[src/rtl/rx_frame_check.sv]
// rx_frame_check: UART-style receive framer. Consumes the sampler's start strobe and voted bit
// strobes, assembles LSB-first data, and checks the start, parity and stop bits. It reports each
// frame with one-cycle pulses and counts errored frames in a saturating counter.
//
// Ports:
//   CLK, RST             clock (rising edge), asynchronous active-low reset
//   frame_start          falling edge seen on the line; honoured only in IDLE
//   bit_valid            strobe qualifying sampled_bit
//   sampled_bit          majority-voted bit value
//   par_en, par_typ      parity enable, 0 = even / 1 = odd (latched at frame start)
//   stop_bits            0 = one stop bit, 1 = two (latched at frame start)
//   err_clr              synchronous clear of err_cnt, wins over an increment
//   P_DATA               received data word
//   data_valid           one-cycle pulse: error-free frame, P_DATA valid
//   frame_done           one-cycle pulse at the end of every frame
//   strt_glitch, par_err, stp_err  error flags, held until the next accepted frame_start
//   busy                 state is not IDLE
//   err_cnt              saturating count of errored frames
module rx_frame_check #(
    parameter int unsigned DATA_WIDTH    = 8,
    parameter int unsigned ERR_CNT_WIDTH = 8
) (
    input  logic                     CLK,
    input  logic                     RST,
    input  logic                     frame_start,
    input  logic                     bit_valid,
    input  logic                     sampled_bit,
    input  logic                     par_en,
    input  logic                     par_typ,
    input  logic                     stop_bits,
    input  logic                     err_clr,
    output logic [DATA_WIDTH-1:0]    P_DATA,
    output logic                     data_valid,
    output logic                     frame_done,
    output logic                     strt_glitch,
    output logic                     par_err,
    output logic                     stp_err,
    output logic                     busy,
    output logic [ERR_CNT_WIDTH-1:0] err_cnt
);

    localparam int unsigned     IdxW    = $clog2(DATA_WIDTH);
    localparam logic [IdxW-1:0] LastIdx = IdxW'(DATA_WIDTH - 1);

    typedef enum logic [2:0] {
        StIdle, StStart, StData, StParity, StStop1, StStop2, StDone
    } state_e;

    state_e                   state_q, state_d;
    logic [DATA_WIDTH-1:0]    data_q, data_d;
    logic [IdxW-1:0]          bit_idx_q, bit_idx_d;
    logic                     par_en_q, par_en_d;
    logic                     par_typ_q, par_typ_d;
    logic                     stop_bits_q, stop_bits_d;
    logic                     strt_glitch_q, strt_glitch_d;
    logic                     par_err_q, par_err_d;
    logic                     stp_err_q, stp_err_d;
    logic [ERR_CNT_WIDTH-1:0] err_cnt_q, err_cnt_d;
    logic                     any_err;

    assign any_err = strt_glitch_q | par_err_q | stp_err_q;

    // State register
    always_ff @(posedge CLK or negedge RST) begin
        if (!RST) begin
            state_q <= StIdle;
        end else begin
            state_q <= state_d;
        end
    end

    // Next-state logic; only IDLE and DONE advance without bit_valid
    always_comb begin
        state_d = state_q;
        unique case (state_q)
            StIdle:   if (frame_start) state_d = StStart;
            StStart:  if (bit_valid) state_d = sampled_bit ? StDone : StData;
            StData:   if (bit_valid && (bit_idx_q == LastIdx)) begin
                          state_d = par_en_q ? StParity : StStop1;
                      end
            StParity: if (bit_valid) state_d = StStop1;
            StStop1:  if (bit_valid) state_d = stop_bits_q ? StStop2 : StDone;
            StStop2:  if (bit_valid) state_d = StDone;
            StDone:   state_d = StIdle;
            default:  state_d = StIdle;
        endcase
    end

    // Outputs decoded from state
    always_comb begin
        busy       = (state_q != StIdle);
        frame_done = (state_q == StDone);
        data_valid = (state_q == StDone) && !any_err;
    end

    // Datapath next-state
    always_comb begin
        data_d        = data_q;
        bit_idx_d     = bit_idx_q;
        par_en_d      = par_en_q;
        par_typ_d     = par_typ_q;
        stop_bits_d   = stop_bits_q;
        strt_glitch_d = strt_glitch_q;
        par_err_d     = par_err_q;
        stp_err_d     = stp_err_q;
        err_cnt_d     = err_cnt_q;

        unique case (state_q)
            StIdle: begin
                if (frame_start) begin
                    par_en_d      = par_en;
                    par_typ_d     = par_typ;
                    stop_bits_d   = stop_bits;
                    strt_glitch_d = 1'b0;
                    par_err_d     = 1'b0;
                    stp_err_d     = 1'b0;
                    bit_idx_d     = '0;
                end
            end
            StStart: begin
                if (bit_valid) begin
                    strt_glitch_d = sampled_bit;
                    bit_idx_d     = '0;
                end
            end
            StData: begin
                if (bit_valid) begin
                    data_d[bit_idx_q] = sampled_bit;
                    bit_idx_d         = bit_idx_q + IdxW'(1);
                end
            end
            // Even parity expects XOR of data; odd expects its inverse
            StParity: if (bit_valid) par_err_d = sampled_bit ^ (^data_q) ^ par_typ_q;
            StStop1:  if (bit_valid && !sampled_bit) stp_err_d = 1'b1;
            StStop2:  if (bit_valid && !sampled_bit) stp_err_d = 1'b1;
            default:  ;
        endcase

        if (err_clr) begin
            err_cnt_d = '0;
        end else if ((state_q == StDone) && any_err && (err_cnt_q != '1)) begin
            err_cnt_d = err_cnt_q + ERR_CNT_WIDTH'(1);
        end
    end

    always_ff @(posedge CLK or negedge RST) begin
        if (!RST) begin
            data_q        <= '0;
            bit_idx_q     <= '0;
            par_en_q      <= 1'b0;
            par_typ_q     <= 1'b0;
            stop_bits_q   <= 1'b0;
            strt_glitch_q <= 1'b0;
            par_err_q     <= 1'b0;
            stp_err_q     <= 1'b0;
            err_cnt_q     <= '0;
        end else begin
            data_q        <= data_d;
            bit_idx_q     <= bit_idx_d;
            par_en_q      <= par_en_d;
            par_typ_q     <= par_typ_d;
            stop_bits_q   <= stop_bits_d;
            strt_glitch_q <= strt_glitch_d;
            par_err_q     <= par_err_d;
            stp_err_q     <= stp_err_d;
            err_cnt_q     <= err_cnt_d;
        end
    end

    assign P_DATA      = data_q;
    assign strt_glitch = strt_glitch_q;
    assign par_err     = par_err_q;
    assign stp_err     = stp_err_q;
    assign err_cnt     = err_cnt_q;

endmodule
[config.mk]
export PLATFORM = sky130hd
export DESIGN_NAME = rx_frame_check
export DESIGN_NICKNAME = d
export VERILOG_FILES = /design/src/rtl/rx_frame_check.sv
export SDC_FILE = /design/constraint.sdc
export NUM_CORES = 1
export LEC_CHECK = 0
export ABC_CLOCK_PERIOD_IN_PS = 1800
export CORE_AREA = 2 2 73 54
export CTS_CLUSTER_SIZE = 40
export DETAILED_ROUTE_END_ITERATION = 12
export DIE_AREA = 0 0 75 56
export PLACE_DENSITY = 0.75
export SLEW_MARGIN = 20
export SYNTH_ARGS = -nofsm -noshare
export SYNTH_HDL_FRONTEND = slang
export SYNTH_SLANG_ARGS = --single-unit
[constraint.sdc]
create_clock -name CLK -period 1.8 [get_ports CLK]
set_input_delay 0.36 -clock CLK [delete_from_list [all_inputs] [get_ports CLK]]
set_output_delay 0.36 -clock CLK [all_outputs]
set_load 0.02 [all_outputs]
==> impl_results.md <==
- Status: completed
- VDD IR max: a little under 800 uV
- IO Port Bufs: 30
- Finished Core Util: 63.1%
- Ys async rst share: 100%
- Worst Hold Slack: about 0.45 ns
- Fillers: 288
- Clock skew: between 0.003 and 0.004 ns
- Sequential share of the synthesized area: about 45%
- Critical path launch point type: flip-flop
- Max clock buf depth: 2
- Final period utilization: 96.6%
- # H-tree levels: 1
- Initial DRT Pass Iterations: 4
- Slew Viols, Final: 0
- Clk Latency, worst-skew pair: ~0.27 ns
- Avg Inst Size Synth: just under 10 sq um
- Total clock sinks: 28
- Die span in y: ~56 um
- Routed WL per cell: 13.9 um
- Routed WL: between 3 and 4 mm
- Total global-route track usage: 18.5%
- Share of power burned in registers: a little over a third
- Syn_nets: around 170
- Post-synth EDFFs: 0
- Count of different cell masters after synthesis: 40
- Global-route wire length before repair: approximately 6.1 mm
- Multi-input logic area: about 850 sq um
- Synthesized area: 1570 sq um
- R2R depth: 4
- Top Ports: 31
- Comb power frac: ~51%
- Cts hold-fix bufs: 0
- Place WS: -0.250 ns
- Via density: 5.34
- Fraction of layout instances using a drive strength above 1: roughly 24%
- Vias in the first global route: 1,361
- Crit. End Element: flip-flop
- Post-synth top area cell: dfrtp_1
- Switching portion of total power: between 30% and 40%
- Initial antenna violation count: 0
- Largest net degree at the start of global routing: 29
- Post-layout net count: approximately 230
- Worst-path clk slew: approximately 0.090 ns
- Max Freq: around 580 MHz
- Area contributors post-synth: dfrtp_1 45%, mux2_2 7.2%, nand2_1 4.1%, nor2_1 3.3%, xnor2_1 3.3%
- Synth top cells by count: 28 x dfrtp_1, 17 x nand2_1, 14 x nor2_1, 10 x mux2_2, 9 x o21ai_0
- R2R Path End: err_cnt[5]$_DFFE_PN0P_
- Setup TNS Final: 0 ns
- Slew @ Worst Pin: approximately 0.37 ns
- Sequential Area: slightly above 700 sq um
- Root Driver: clkbuf_8
- Internal power: ~1700 uW
- Launching point of the worst reg2reg path: state_q[0]$_DFFE_PN0P_
- Placed cell area: about 2100 sq um
- Via count: approximately 1,400
- Max-Slew Margin vs Limit: between 70% and 80%
- RSZ-0062 raised after global routing: false
- Die X: 75 um
- CP Class: reg -> reg
- Hold WC Path Type: in -> async
- Number of buffers created by CTS: 3
- Die ar.: around 4200 sq um
- Initial Util: 45.6%
- Yosys top cell area share: around 45%
- Final Hold Fails: 0
- Residual DRC: 0
- YS warnings: 0
- CTS tree: done
- Critical Path AT: between 1.5 and 2 ns
- Std cell rows: 18
- Clk pwr share: between 10% and 20%
- Placer congestion estimate: roughly 0.96
- Ys flop type: dfrtp_1
- Leakage Power: around 0.001 uW
- FF-to-FF setup slack: about 0.06 ns
- Final ANT Viol Nets: 0
- Final setup fails: 0
- HPWL after detailed placement: roughly 2.8 mm
- Post-route cell area: around 2200 sq um
- N_diodes: 0
- CP required: ~2 ns
- Post-synthesis register bit count: 28
- Critical Path Fanout Max: 7
- Top-count cell post-synth: dfrtp_1
- Max-cap violations: 0
- PD cells: around 1200 nW/um^2
- NetSw: about 990 uW
- Setup ws final: between 0.06 and 0.07 ns
- First DRT Iteration DRCs: 73
- P&R area growth vs syn: 38.3%
- Global route total overflow: 0
- Core ar.: approximately 3400 sq um
- Post-route minimum period: 1.74 ns
- Mapped Cells: between 150 and 200
[kinds of logic after synthesis]
group	synth area share (%)
mux	9.08
simple gates	22.1
compound gates	12.9
fa+ha+maj	2.39
flops	44.6
xor+xnor	5.89
buf+inv	3.11
[worst max path at each step]
stage | from | to | slack [ns] | cells after the start
floorplan | state_q[2]$_DFFE_PN0P_ | state_q[0]$_DFFE_PN0P_ | 0.04 | 3
global placement | frame_start | state_q[0]$_DFFE_PN0P_ | -0.23 | 4
detailed placement | frame_start | state_q[0]$_DFFE_PN0P_ | -0.25 | 4
CTS | state_q[0]$_DFFE_PN0P_ | err_cnt[5]$_DFFE_PN0P_ | 0.0007 | 4
global route | state_q[0]$_DFFE_PN0P_ | err_cnt[5]$_DFFE_PN0P_ | 0.003 | 4
finish | state_q[0]$_DFFE_PN0P_ | err_cnt[5]$_DFFE_PN0P_ | 0.06 | 4
[stage by stage]
step | total power (uW) | std cells
after global routing | 2840 | 264
after detailed placement | 2260 | 259
after floorplan | 1680 | 161
after global placement | 2220 | 259
after CTS | 2610 | 263
final | 2660 | 264
[worst max-delay path, stage by stage, from the launching register on]
cell and delay (ns):
dfrtp_2 0.46, nand3b_4 0.19, or3_4 0.35, or4_1 0.51
a21oi_1 0.16
[timing repair]
action,CTS,global route
gates cloned,0,0
endpoints found under the setup margin,5,15
gates resized for setup,9,11
setup buffers,1,1
pin swaps,0,2
hold endpoints to repair,0,0
[layout make-up]
class | count | area share, %
tap | 50 | 2.88
clock buffer | 3 | 1.90
inverter | 7 | 1.21
sequential | 28 | 32.4
timing repair buffer | 56 | 22.4
multi-input combinational | 120 | 39.2
[power by group through the flow]
stage | sequential, uW | clock, uW | combinational, uW
6_report | 965 | 332 | 1360
5_1_grt | 987 | 370 | 1480
4_1_cts | 949 | 343 | 1310
3_5_place_dp | 959 | 0 | 1300
3_3_place_gp | 952 | 0 | 1270
2_1_floorplan | 990 | 0 | 691
[state kept, by name, summed over array words and instances, names as in the netlist]
register,cells
par_typ_q,1
P_DATA,8
par_en_q,1
stop_bits_q,1
strt_glitch,1
err_cnt,8
state_q,3
bit_idx_q,3
par_err,1
stp_err,1
[placed cells by master (no fill, tap or decap), drive strengths merged, types with 3 or more instances in the layout]
master	count
nand3	7
mux2	10
inv	7
or3	4
xnor2	6
clkdlybuf4s50	26
o21ai	9
clkbuf	4
ha	3
nand2	17
dfrtp	28
nor4	4
buf	27
nor2	14
nor3	3
mux2i	3
o31ai	3
a21oi	6
o211ai	3
[layer usage]
| metal | vias up | share of wire (%) | global-route usage [%] |
|---|---|---|---|
| met5 | - | 0 | 0 |
| met4 | 0 | 0.27 | 3.57 |
| met3 | 2 | 4.8 | 4.71 |
| met2 | 43 | 48 | 29.7 |
| met1 | 676 | 47 | 25.1 |
| li1 | 688 | - | - |
(Power assumes the default switching activity.)
